==> src/rtl/microsequencer.sv <==
// Microsequencer next-state engine: selects and registers the next microstate,
// with a single-level call/return register, a memory-wait watchdog and an illegal-state clamp.
module microsequencer #(
  parameter int         NUM_STATES  = 37,
  parameter logic [6:0] FAULT_STATE = 7'd0,
  parameter int         MAX_WAIT    = 15
) (
  input  logic       clk,
  input  logic       reset,
  input  logic [2:0] next_sel,
  input  logic [1:0] cond_sel,
  input  logic       cond_inv,
  input  logic [6:0] cr_addr,
  input  logic [6:0] enc_addr,
  input  logic       moc,
  input  logic       cond_flag,
  output logic [6:0] current_state,
  output logic [6:0] ret_state,
  output logic       mem_timeout,
  output logic       illegal_state
);

  localparam logic [2:0] SEL_ENC  = 3'b000;
  localparam logic [2:0] SEL_INC  = 3'b001;
  localparam logic [2:0] SEL_JMP  = 3'b010;
  localparam logic [2:0] SEL_BR   = 3'b011;
  localparam logic [2:0] SEL_WAIT = 3'b100;
  localparam logic [2:0] SEL_CALL = 3'b101;
  localparam logic [2:0] SEL_RET  = 3'b110;
  localparam logic [2:0] SEL_RST  = 3'b111;

  localparam logic [7:0] NUM_STATES_W = 8'(NUM_STATES);
  // The hold that would bring the count up to MAX_WAIT is the one that times out.
  localparam logic [7:0] WAIT_LIMIT   = 8'(MAX_WAIT - 1);

  logic [6:0] current_state_q, current_state_d;
  logic [6:0] ret_state_q, ret_state_d;
  logic [7:0] wait_cnt_q, wait_cnt_d;
  logic       mem_timeout_q, mem_timeout_d;
  logic       illegal_state_q, illegal_state_d;

  logic       cond_src;
  logic       cond;
  logic       hold;
  logic [6:0] inc;
  logic [6:0] raw_target;

  function automatic logic is_illegal(input logic [6:0] s);
    return {1'b0, s} >= NUM_STATES_W;
  endfunction

  function automatic logic [6:0] clamp_state(input logic [6:0] s);
    return is_illegal(s) ? 7'd0 : s;
  endfunction

  always_comb begin
    cond_src = 1'b0;
    case (cond_sel)
      2'b00:   cond_src = moc;
      2'b01:   cond_src = cond_flag;
      2'b10:   cond_src = 1'b1;
      default: cond_src = 1'b0;
    endcase
    cond = cond_src ^ cond_inv;
    inc  = current_state_q + 7'd1;
    hold = (next_sel == SEL_WAIT) && !cond;

    raw_target = 7'd0;
    case (next_sel)
      SEL_ENC:  raw_target = enc_addr;
      SEL_INC:  raw_target = inc;
      SEL_JMP:  raw_target = cr_addr;
      SEL_BR:   raw_target = cond ? cr_addr : inc;
      SEL_WAIT: raw_target = cond ? inc : current_state_q;
      SEL_CALL: raw_target = cr_addr;
      SEL_RET:  raw_target = ret_state_q;
      SEL_RST:  raw_target = 7'd0;
      default:  raw_target = 7'd0;
    endcase

    ret_state_d = ret_state_q;
    if (next_sel == SEL_CALL) ret_state_d = clamp_state(inc);

    if (hold && (wait_cnt_q == WAIT_LIMIT)) begin
      // Watchdog wins over the clamp; FAULT_STATE is trusted as-is.
      current_state_d = FAULT_STATE;
      mem_timeout_d   = 1'b1;
      illegal_state_d = 1'b0;
      wait_cnt_d      = 8'd0;
    end else begin
      current_state_d = clamp_state(raw_target);
      mem_timeout_d   = 1'b0;
      illegal_state_d = is_illegal(raw_target);
      wait_cnt_d      = hold ? wait_cnt_q + 8'd1 : 8'd0;
    end
  end

  always_ff @(posedge clk) begin
    if (reset) begin
      current_state_q <= 7'd0;
      ret_state_q     <= 7'd0;
      wait_cnt_q      <= 8'd0;
      mem_timeout_q   <= 1'b0;
      illegal_state_q <= 1'b0;
    end else begin
      current_state_q <= current_state_d;
      ret_state_q     <= ret_state_d;
      wait_cnt_q      <= wait_cnt_d;
      mem_timeout_q   <= mem_timeout_d;
      illegal_state_q <= illegal_state_d;
    end
  end

  assign current_state = current_state_q;
  assign ret_state     = ret_state_q;
  assign mem_timeout   = mem_timeout_q;
  assign illegal_state = illegal_state_q;

endmodule

==> config.mk <==
export PLATFORM = sky130hd
export DESIGN_NAME = microsequencer
export DESIGN_NICKNAME = d
export VERILOG_FILES = /design/src/rtl/microsequencer.sv
export SDC_FILE = /design/constraint.sdc
export NUM_CORES = 1
export LEC_CHECK = 0
export BUFFER_PORTS_ARGS = -buffer_cell sky130_fd_sc_hd__buf_2
export CORE_ASPECT_RATIO = 1.2
export CORE_MARGIN = 2
export CORE_UTILIZATION = 30
export CTS_CLUSTER_DIAMETER = 50
export DETAILED_ROUTE_END_ITERATION = 6
export GPL_TIMING_DRIVEN = 0
export PLACE_DENSITY_LB_ADDON = 0.3
export SETUP_SLACK_MARGIN = 0.4
export SLEW_MARGIN = 30
export SYNTH_ARGS = -nofsm -noshare
export SYNTH_HDL_FRONTEND = slang
export SYNTH_SLANG_ARGS = --single-unit
==> constraint.sdc <==
create_clock -name clk -period 3 [get_ports clk]
set_input_delay 0.45 -clock clk [delete_from_list [all_inputs] [get_ports clk]]
set_output_delay 0.45 -clock clk [all_outputs]
set_load 0.05 [all_outputs]
==> flow_metrics.env, run 1 <==
export IMPL_worst_pin_slew_ps=506
export IMPL_n_antenna_cell=0
export IMPL_drc_errors=0
export IMPL_io_pins=40
export IMPL_seqPwrFrac_pct=40.5
export IMPL_hpwlAfterDp_mm=3.81
export IMPL_muxShareOfSynthArea_pct=4.19
export IMPL_drt_pre_antenna_iters=4
export IMPL_htree_levels=1
export IMPL_rsz0062_at_grt="false"
export IMPL_final_core_util_pct=37.5
export IMPL_crit_fanout=10
export IMPL_post_cts_setup_buffers=0
export IMPL_synth_edf_count=0
export IMPL_worst_slack_ps=708
export IMPL_worst_r2r_path_depth=8
export IMPL_area_growth_pct=20.5
export IMPL_grt_start_max_net_pins=15
export IMPL_power_total_uw=829
export IMPL_grt_use_total_pct=15.6
export IMPL_vias=1810
export IMPL_synthAdderAreaFrac_pct=2.84
export IMPL_ys_types=58
export IMPL_peakVddDrop_mv=0.209
export IMPL_grt_pass1_wl_mm=7.91
export IMPL_start_util_pct=31.1
export IMPL_synth_area_mm2=0.00176
export IMPL_tns_ps=0
export IMPL_drt_iter0_markers=117
export IMPL_holdWs_ps=491
export IMPL_placed_area_mm2=0.00205
export IMPL_synthCells=221
export IMPL_ys_flop_type="dfxtp_1"
export IMPL_grt_remaining_overflow=0
export IMPL_clock_sinks=24
export IMPL_ant_nets=0
export IMPL_synth_xor_area_share_pct=4.47
export IMPL_syn_avg_cell_area_um2=7.97
export IMPL_criticalPathCategory="input port to register"
export IMPL_path_clk_slew_ps=90
export IMPL_synth_top_family_by_area="compound AO/OA/AOI/OAI gates"
export IMPL_clk_latency_ps=260
export IMPL_drt_vias_per_instance=5.29
export IMPL_fmax_mhz=436
export IMPL_required_ps=3180
export IMPL_gp_congestion=0.825
export IMPL_place_ws_ps=449
export IMPL_cp_arrival_ps=2470
export IMPL_instances_no_fill=342
export IMPL_antenna_found_initial=0
export IMPL_core_area_mm2=0.00567
export IMPL_fin_nets=291
export IMPL_power_density_mw_per_mm2=390
export IMPL_mostFrequentLayoutCells="buf_2, nor2_1, dfxtp_1, nand2_1, nand3_1"
export IMPL_min_path_type="register to register"
export IMPL_synth_compound_area_share_pct=28.0
export IMPL_wirelength_mm=4.82
export IMPL_p_switching_uw=248
export IMPL_postLayoutCellArea_mm2=0.00212
export IMPL_setup_violations=0
export IMPL_cp_end_kind="register"
export IMPL_swShare_pct=29.9
export IMPL_cp_start_kind="input port"
export IMPL_die_area_mm2=0.00650
export IMPL_hold_path_depth=1
export IMPL_relSlewSlack_pct=66.0
export IMPL_async_flop_share_pct=0
export IMPL_numCtsBuffers=3
export IMPL_dpl_cell_count=338
export IMPL_synth_warnings=0
export IMPL_status="finished, final reports clean"
export IMPL_num_rows=30
export IMPL_fin_worst_skew_ps=1.99
export IMPL_cap_viol_max_count=0
export IMPL_syn_num_nets=249
export IMPL_period_needed_ps=2290
export IMPL_cts_tree="yes"
export IMPL_layout_drive_gt1_share_pct=23.3
export IMPL_io_buffers=37
export IMPL_clockBufferDepth=2
export IMPL_grt_pass1_vias=1687
export IMPL_combPwrFrac_pct=25.2
export IMPL_final_common_cell="buf_2"
export IMPL_hold_viol=0
export IMPL_chipWidth_um=74.0
export IMPL_leakage_nw=0.833
export IMPL_clockPowerShare_pct=34.3
export IMPL_ys_seq_elements=24
export IMPL_p_int_uw=581
export IMPL_wl_per_cell_um=14.1
export IMPL_fp_dieH_um=87.9
export IMPL_synthSimpleGateAreaFrac_pct=27.8
export IMPL_synth_sequential_area_ratio_pct=27.3
export IMPL_finalCritPeriodShare_pct=76.4
export IMPL_cts_root_buf="clkbuf_8"
export IMPL_maxSlewViolCount=0
## routing by layer
metal	vias to the layer above	global-route usage (%)	routed length, um
met5	-	0	0
met4	0	4.96	63
met3	6	1.96	222
met2	55	28.2	2480
met1	839	18.7	2060
li1	910	-	-
## worst paths after layout
kind | startpoint | to | slack (ps)
worst max-delay path | next_sel[1] | current_state[1]$_SDFF_PP0_ | 710
worst min-delay path | wait_cnt_q[0]$_SDFF_PP0_ | wait_cnt_q[0]$_SDFF_PP0_ | 490
worst max register to register | current_state[1]$_SDFF_PP0_ | current_state[3]$_SDFF_PP0_ | 710
worst min register to register | wait_cnt_q[0]$_SDFF_PP0_ | wait_cnt_q[0]$_SDFF_PP0_ | 490
## cells in the mapped netlist, types with 3 or more instances
library cell	n	area share, %
dfxtp_1	24	27
nor2_1	24	5.1
nand2_1	23	4.9
nand3_1	11	3.1
o21ai_0	10	2.8
a22oi_1	9	3.8
a21oi_1	8	2.3
clkbuf_1	6	1.3
inv_1	6	1.3
nor4_1	6	2.1
or3_1	6	2.1
a31oi_1	5	1.8
xor2_1	5	2.5
ha_1	4	2.8
mux2i_1	4	2.3
xnor2_1	4	2.0
a211oi_1	3	1.3
a221oi_1	3	1.5
mux2_2	3	1.9
nor2b_1	3	1.1
nor3_1	3	0.85
nor3b_1	3	1.3
## registers in the layout, summed over array words and instances, names as in the netlist
signal	flops
current_state	7
mem_timeout	1
wait_cnt_q	8
ret_state	7
illegal_state	1
## timing repair
| action | CTS | global route |
|---|---|---|
| endpoints found under the setup margin | 0 | 6 |
| hold buffers | 0 | 0 |
| resized for setup | 0 | 1 |
## cell type report
class	count	area, um2
multi-input cells	179	1190
clock buffers	3	41.3
well taps	80	100
fillers	603	3540
repair buffers	37	185
inverters	6	22.5
plain buffers	12	70.1
flip-flops and latches	24	480
clock inverters	1	30.0
## worst max-delay path: stages
cell      delay [ps]
buf_2            150
clkbuf_1         400
mux2_2           390
nand2_1           70
o21ai_2           60
a2111o_1         310
and4bb_1         360
a21oi_1          110
nor4_1           170
## power by group through the flow
stage          Clock (mW)  Combinational [mW]  Sequential [mW]
6_report            0.284               0.208            0.336
5_1_grt             0.308               0.228            0.338
4_1_cts             0.294               0.208            0.336
3_5_place_dp            0               0.207            0.344
3_3_place_gp            0               0.206            0.344
2_1_floorplan           0               0.121            0.369
## cells by family (layout without fill, tap and decap cells)
family,count (synthesis),in the layout
AND/OR/NAND/NOR,95,95
AO/OA/AOI/OAI,63,63
flip-flops,24,24
buffers and inverters,18,59
XOR/XNOR,9,9
multiplexers,7,7
adder cells (fa/ha/maj),4,4
other,1,1
(Power assumes the default switching activity.)
==> inputs of run 2 (changes only) <==
--- a/config.mk
+++ b/config.mk
@@ -5,6 +5,7 @@
 export SDC_FILE = /design/constraint.sdc
 export NUM_CORES = 1
 export LEC_CHECK = 0
+export ABC_AREA = 1
 export BUFFER_PORTS_ARGS = -buffer_cell sky130_fd_sc_hd__buf_2
 export CORE_ASPECT_RATIO = 1.2
 export CORE_MARGIN = 2
==> constraint.sdc (replaced) <==
create_clock -name clk -period 2.1 [get_ports clk]
set_input_delay 0.315 -clock clk [delete_from_list [all_inputs] [get_ports clk]]
set_output_delay 0.315 -clock clk [all_outputs]
set_load 0.05 [all_outputs]
==> flow_metrics.env, run 2 <==
export IMPL_status="finished, final reports clean"
export IMPL_required_ps=2320
export IMPL_power_density_mw_per_mm2=514
export IMPL_layout_drive_gt1_share_pct=36.5
export IMPL_syn_num_nets=307
export IMPL_rsz0062_at_grt="true"
export IMPL_setup_violations=0
export IMPL_criticalPathCategory="register to register"
export IMPL_drt_pre_antenna_iters=4
export IMPL_ys_flop_type="dfxtp_1"
export IMPL_synthCells=279
export IMPL_fin_nets=371
export IMPL_seqPwrFrac_pct=40.0
export IMPL_fp_dieH_um=86.2
export IMPL_start_util_pct=31.4
export IMPL_antenna_found_initial=0
export IMPL_rrSetupSlack_ps=250
export IMPL_cp_arrival_ps=2070
export IMPL_gp_congestion=0.912
export IMPL_synth_common_cells="nand2_1, nor2_1, inv_1, nand3_1, dfxtp_1"
export IMPL_cts_tree="yes"
export IMPL_startpoint="current_state[1]$_SDFF_PP0_"
export IMPL_cap_viol_max_count=0
export IMPL_synth_area_mm2=0.00169
export IMPL_path_clk_slew_ps=80
export IMPL_p_switching_uw=436
export IMPL_cp_start_kind="register"
export IMPL_fin_worst_skew_ps=3.57
export IMPL_maxSlewViolCount=0
export IMPL_finalCritPeriodShare_pct=88.2
export IMPL_drt_vias_per_instance=4.86
export IMPL_grt_pass1_vias=1791
export IMPL_peakVddDrop_mv=0.269
export IMPL_leakage_nw=1.18
export IMPL_worst_slack_ps=248
export IMPL_hold_start="reset"
export IMPL_clockBufferDepth=2
export IMPL_cts_hold_buffers=0
export IMPL_synth_sequential_area_ratio_pct=28.5
export IMPL_largest_reg_flops=8
export IMPL_io_buffers=39
export IMPL_clock_sinks=24
export IMPL_final_common_cell="nand2_1"
export IMPL_grt_start_max_net_pins=14
export IMPL_place_ws_ps=34.4
export IMPL_area_growth_pct=41.4
export IMPL_cts_root_buf="clkbuf_8"
export IMPL_synth_warnings=0
export IMPL_syn_avg_cell_area_um2=6.05
export IMPL_wirelength_mm=5.17
export IMPL_mostFrequentLayoutCells="nand2_1, buf_2, nor2_1, inv_1, nand3_1"
export IMPL_clk_latency_ps=270
export IMPL_grt_remaining_overflow=0
export IMPL_ys_seq_elements=24
export IMPL_wl_per_cell_um=12.8
export IMPL_clockPowerShare_pct=26.1
export IMPL_grt_pass1_wl_mm=7.91
export IMPL_combPwrFrac_pct=33.9
export IMPL_htree_levels=1
export IMPL_yosysMostFrequentCell="nand2_1"
export IMPL_worst_r2r_path_depth=15
export IMPL_largest_register="wait_cnt_q"
export IMPL_synth_top_area_share_pct=28.5
export IMPL_cp_end_kind="register"
export IMPL_reg2reg_from="current_state[1]$_SDFF_PP0_"
export IMPL_num_rows=29
export IMPL_async_flop_share_pct=0
export IMPL_hold_viol=0
export IMPL_synth_edf_count=0
export IMPL_drt_iter0_markers=113
export IMPL_reg2reg_to="current_state[5]$_SDFF_PP0_"
export IMPL_grt_use_total_pct=15.9
export IMPL_chipWidth_um=72.5
export IMPL_ys_top_cells_by_area="dfxtp_1, nand2_1, nand3_1, nor2_1, inv_1"
export IMPL_tns_ps=0
export IMPL_ant_nets=0
export IMPL_min_path_type="input port to register"
export IMPL_yosys_area_top_type="dfxtp_1"
export IMPL_numCtsBuffers=3
export IMPL_drc_errors=0
export IMPL_crit_fanout=5
export IMPL_core_area_mm2=0.00537
export IMPL_io_pins=40
export IMPL_hpwlAfterDp_mm=3.61
export IMPL_fmax_mhz=540
export IMPL_period_needed_ps=1850
export IMPL_critPathCapture="current_state[5]$_SDFF_PP0_"
export IMPL_ys_types=27
export IMPL_swShare_pct=35.6
export IMPL_p_int_uw=790
export IMPL_n_antenna_cell=0
export IMPL_vias=1963
export IMPL_die_area_mm2=0.00624
[run 2: cell types whose count changed after synthesis, sizes merged, moves of 6 or more]
cell / change
nor2: +16
nand2: +57
a22oi: -9
a21oi: +9
or3: -6
nand3: +26
a31oi: -6
o21ai: -6
inv: +32
[run 2: through the flow]
step | cell area (um2) | util, % | hold slack, ps | instances | total power [mW]
final | 2390 | 44.4 | 273 | 404 | 1.23
after floorplan | 1740 | - | 394 | 279 | 0.714
after global placement | 2010 | 37.4 | 457 | 380 | 0.802
after CTS | 2190 | 40.8 | 247 | 396 | 1.17
after detailed placement | 2010 | 37.4 | 463 | 380 | 0.803
after global routing | 2390 | 44.4 | 273 | 404 | 1.30
[run 2: power groups by stage]
stage          Clock, mW  Sequential, mW  Combinational, mW
2_1_floorplan          0           0.558              0.156
3_3_place_gp           0           0.503              0.299
3_5_place_dp           0           0.503              0.300
4_1_cts            0.328           0.490              0.348
5_1_grt            0.354           0.493              0.452
6_report           0.320           0.491              0.416
[run 2: worst min-delay path by stage]
| stage | endpoint | depth (start not counted) |
|---|---|---|
| floorplan | mem_timeout$_SDFF_PP0_ | 1 |
| global placement | wait_cnt_q[0]$_SDFF_PP0_ | 1 |
| detailed placement | wait_cnt_q[0]$_SDFF_PP0_ | 1 |
| CTS | mem_timeout$_SDFF_PP0_ | 2 |
| global route | mem_timeout$_SDFF_PP0_ | 2 |
| finish | mem_timeout$_SDFF_PP0_ | 2 |
[run 2: logic make-up (layout without fill, tap and decap cells)]
kind of cell / Yosys count / in the layout / synth area share, %
simple gates: 177 / 177 / 47.7
xor+xnor: 4 / 4 / 2.08
other cells: 1 / 1 / 0.222
buf+inv: 40 / 103 / 8.97
compound gates: 29 / 29 / 9.56
fa+ha+maj: 4 / 4 / 2.97
flops: 24 / 24 / 28.5
[run 2: area by class of cell]
type                    count  area (um2)
clock buffers               4        55.1
plain buffers               2        15.0
multi-input cells         215        1240
inverters                  38         146
repair buffers             59         349
flip-flops and latches     24         500
well taps                  62        77.6
fillers                   549        2980
[run 2: per-layer routing]
| layer | track usage [%] | wire length (um) | up-vias |
|---|---|---|---|
| met5 | 0 | 0 | - |
| met3 | 2.00 | 305 | 11 |
| li1 | - | - | 1018 |
| met1 | 18.9 | 2100 | 872 |
| met4 | 4.55 | 129 | 0 |
| met2 | 29.5 | 2640 | 62 |
[run 2: what timing repair did]
item / 4_1_cts / 5_1_grt
gates resized for setup: 9 / 33
setup endpoints to repair: 21 / 14
pin swaps: 22 / 24
setup buffers: 12 / 8
[run 2: worst max-delay path, stage by stage (launching register included)]
cell and delay, ps:
dfxtp_4 380, buf_4 140, nand3_1 70, nand2_1 80, nand3_1 120, nand2_1 60, nor2_1 80, nand2_1 70
nor2_1 100, nand2_1 80, nand2_2 120, nand2_4 80, buf_4 150, a21oi_2 110, nand4_1 90, inv_1 60
==> inputs of run 3 (changes only) <==
--- a/config.mk
+++ b/config.mk
@@ -7,7 +7,7 @@
 export LEC_CHECK = 0
 export ABC_AREA = 1
 export BUFFER_PORTS_ARGS = -buffer_cell sky130_fd_sc_hd__buf_2
-export CORE_ASPECT_RATIO = 1.2
+export CORE_ASPECT_RATIO = 1.5
 export CORE_MARGIN = 2
 export CORE_UTILIZATION = 30
 export CTS_CLUSTER_DIAMETER = 50
==> flow_metrics.env, run 3 (synthesis gave the netlist of run 2 again) <==
export IMPL_status="finished, final reports clean"
export IMPL_crit_fanout=5
export IMPL_cp_end_kind="register"
export IMPL_grt_pass1_vias=1827
export IMPL_grt_pass1_wl_mm=7.91
export IMPL_period_needed_ps=1920
export IMPL_gp_congestion=0.935
export IMPL_start_util_pct=31.0
export IMPL_power_density_mw_per_mm2=525
export IMPL_mostFrequentLayoutCells="nand2_1, buf_2, nor2_1, inv_1, nand3_1"
export IMPL_min_path_type="input port to register"
export IMPL_drt_iter0_markers=103
export IMPL_die_area_mm2=0.00625
export IMPL_swShare_pct=34.4
export IMPL_drt_vias_per_instance=4.88
export IMPL_rsz0062_at_grt="true"
export IMPL_worstPathBufferInverterCount=6
export IMPL_largest_reg_flops=8
export IMPL_holdWs_ps=250
export IMPL_num_rows=33
export IMPL_drc_errors=0
export IMPL_fp_dieH_um=95.9
export IMPL_path_clk_slew_ps=90
export IMPL_leakage_nw=1.17
export IMPL_htree_levels=1
export IMPL_final_common_cell="nand2_1"
export IMPL_grt_use_total_pct=16.1
export IMPL_cp_top_family="simple AND/OR/NAND/NOR gates"
export IMPL_clockBufferDepth=2
export IMPL_worst_path_max_delay_cell="nor2_1"
export IMPL_required_ps=2310
export IMPL_maxSlewViolCount=0
export IMPL_cp_arrival_ps=2130
export IMPL_combPwrFrac_pct=32.3
export IMPL_wirelength_mm=4.96
export IMPL_fin_nets=369
export IMPL_hpwlAfterDp_mm=3.77
export IMPL_chipWidth_um=65.2
export IMPL_grt_remaining_overflow=0
export IMPL_grt_start_max_net_pins=15
export IMPL_n_antenna_cell=0
export IMPL_clk_latency_ps=270
export IMPL_io_buffers=39
export IMPL_p_switching_uw=433
export IMPL_cts_hold_buffers=0
export IMPL_ant_nets=0
export IMPL_setup_violations=0
export IMPL_cts_root_buf="clkbuf_8"
export IMPL_area_growth_pct=42.3
export IMPL_fmax_mhz=521
export IMPL_tns_ps=0
export IMPL_instances_no_fill=410
export IMPL_numCtsBuffers=3
export IMPL_vias=2002
export IMPL_p_int_uw=828
export IMPL_path_cells="buf_2 -> inv_2 -> nand2_1 -> nor2_1 -> nand3_2 -> nand2_1 -> nor2_1 -> nand2_1 -> nor2_1 -> nand2_1 -> nand2_2 -> buf_4 -> buf_4 -> buf_4 -> buf_4 -> nor2_1"
export IMPL_finalCritPeriodShare_pct=91.3
export IMPL_nFillCells=581
export IMPL_drt_pre_antenna_iters=4
export IMPL_cts_tree="yes"
export IMPL_clockPowerShare_pct=28.9
export IMPL_layout_drive_gt1_share_pct=38.5
export IMPL_seqPwrFrac_pct=38.8
export IMPL_peakVddDrop_mv=0.314
export IMPL_fin_worst_skew_ps=2.28
export IMPL_core_area_mm2=0.00545
export IMPL_relSlewSlack_pct=65.8
export IMPL_cap_viol_max_count=0
export IMPL_wl_per_cell_um=12.1
export IMPL_power_total_mw=1.26
export IMPL_hold_viol=0
export IMPL_clock_sinks=24
export IMPL_io_pins=40
export IMPL_final_core_util_pct=44.1
export IMPL_max_stage_delay_ps=400
export IMPL_largest_register="wait_cnt_q"
export IMPL_dpl_cell_count=388
export IMPL_antenna_found_initial=0
export IMPL_worst_pin_slew_ps=510
export IMPL_criticalPathCategory="input port to register"
export IMPL_cp_start_kind="input port"
run 3: what timing repair did:
| action | CTS | global route |
|---|---|---|
| gates resized for setup | 13 | 39 |
| setup buffers | 11 | 7 |
| setup endpoints to repair | 21 | 15 |
| pin swaps | 17 | 43 |
run 3: layout make-up:
class                           instances  area [um2]  share of cell area, %
Clock buffer                            4        66.3                   2.76
Inverter                               38         146                   6.09
Sequential cell                        24         500                   20.8
Buffer                                  2        15.0                  0.625
Timing Repair Buffer                   57         342                   14.2
Tap cell                               70        87.6                   3.65
Multi-Input combinational cell        215        1240                   51.8
run 3: worst reg2reg max path, stage by stage, from the launching register on:
cell and delay (ps):
dfxtp_4 400, ha_4 170, nand4_1 150, nand3_2 120
nand2_1 50, nor2_1 90, nand2_1 70, nor2_1 100
nand2_1 100, nand2_2 100, nand2_4 70, nor2_1 100
nand2_1 110, nand3_4 130, nor2_1 60
run 3: per-layer routing:
metal	up-vias	track usage (%)	share of wire (%)
li1	1016	-	-
met1	908	17.2	38
met2	59	30.2	53
met3	19	2.46	4.9
met4	0	8.33	4.2
met5	-	0	0
run 3: stage by stage:
stage / setup WS [ps] / instance area (um2)
after floorplan: 400 / 1740
after global placement: 21.2 / 2020
after detailed placement: 2.63 / 2020
after CTS: 249 / 2220
after global routing: 67.0 / 2400
final: 182 / 2400
run 3: power by group through the flow:
stage	combinational [mW]	clock (mW)	sequential, mW
after detailed placement	0.301	0	0.503
after floorplan	0.156	0	0.558
after global placement	0.299	0	0.502
after global routing	0.446	0.397	0.493
final	0.407	0.365	0.490
after CTS	0.346	0.381	0.489
run 3: path summary, 6_finish.rpt:
path	start	to	slack [ps]	cells after the start
worst max-delay path	next_sel[1]	current_state[4]$_SDFF_PP0_	180	16
worst min-delay path	reset	mem_timeout$_SDFF_PP0_	250	2
worst max register to register	current_state[1]$_SDFF_PP0_	current_state[4]$_SDFF_PP0_	190	14
worst min register to register	wait_cnt_q[0]$_SDFF_PP0_	wait_cnt_q[0]$_SDFF_PP0_	480	1
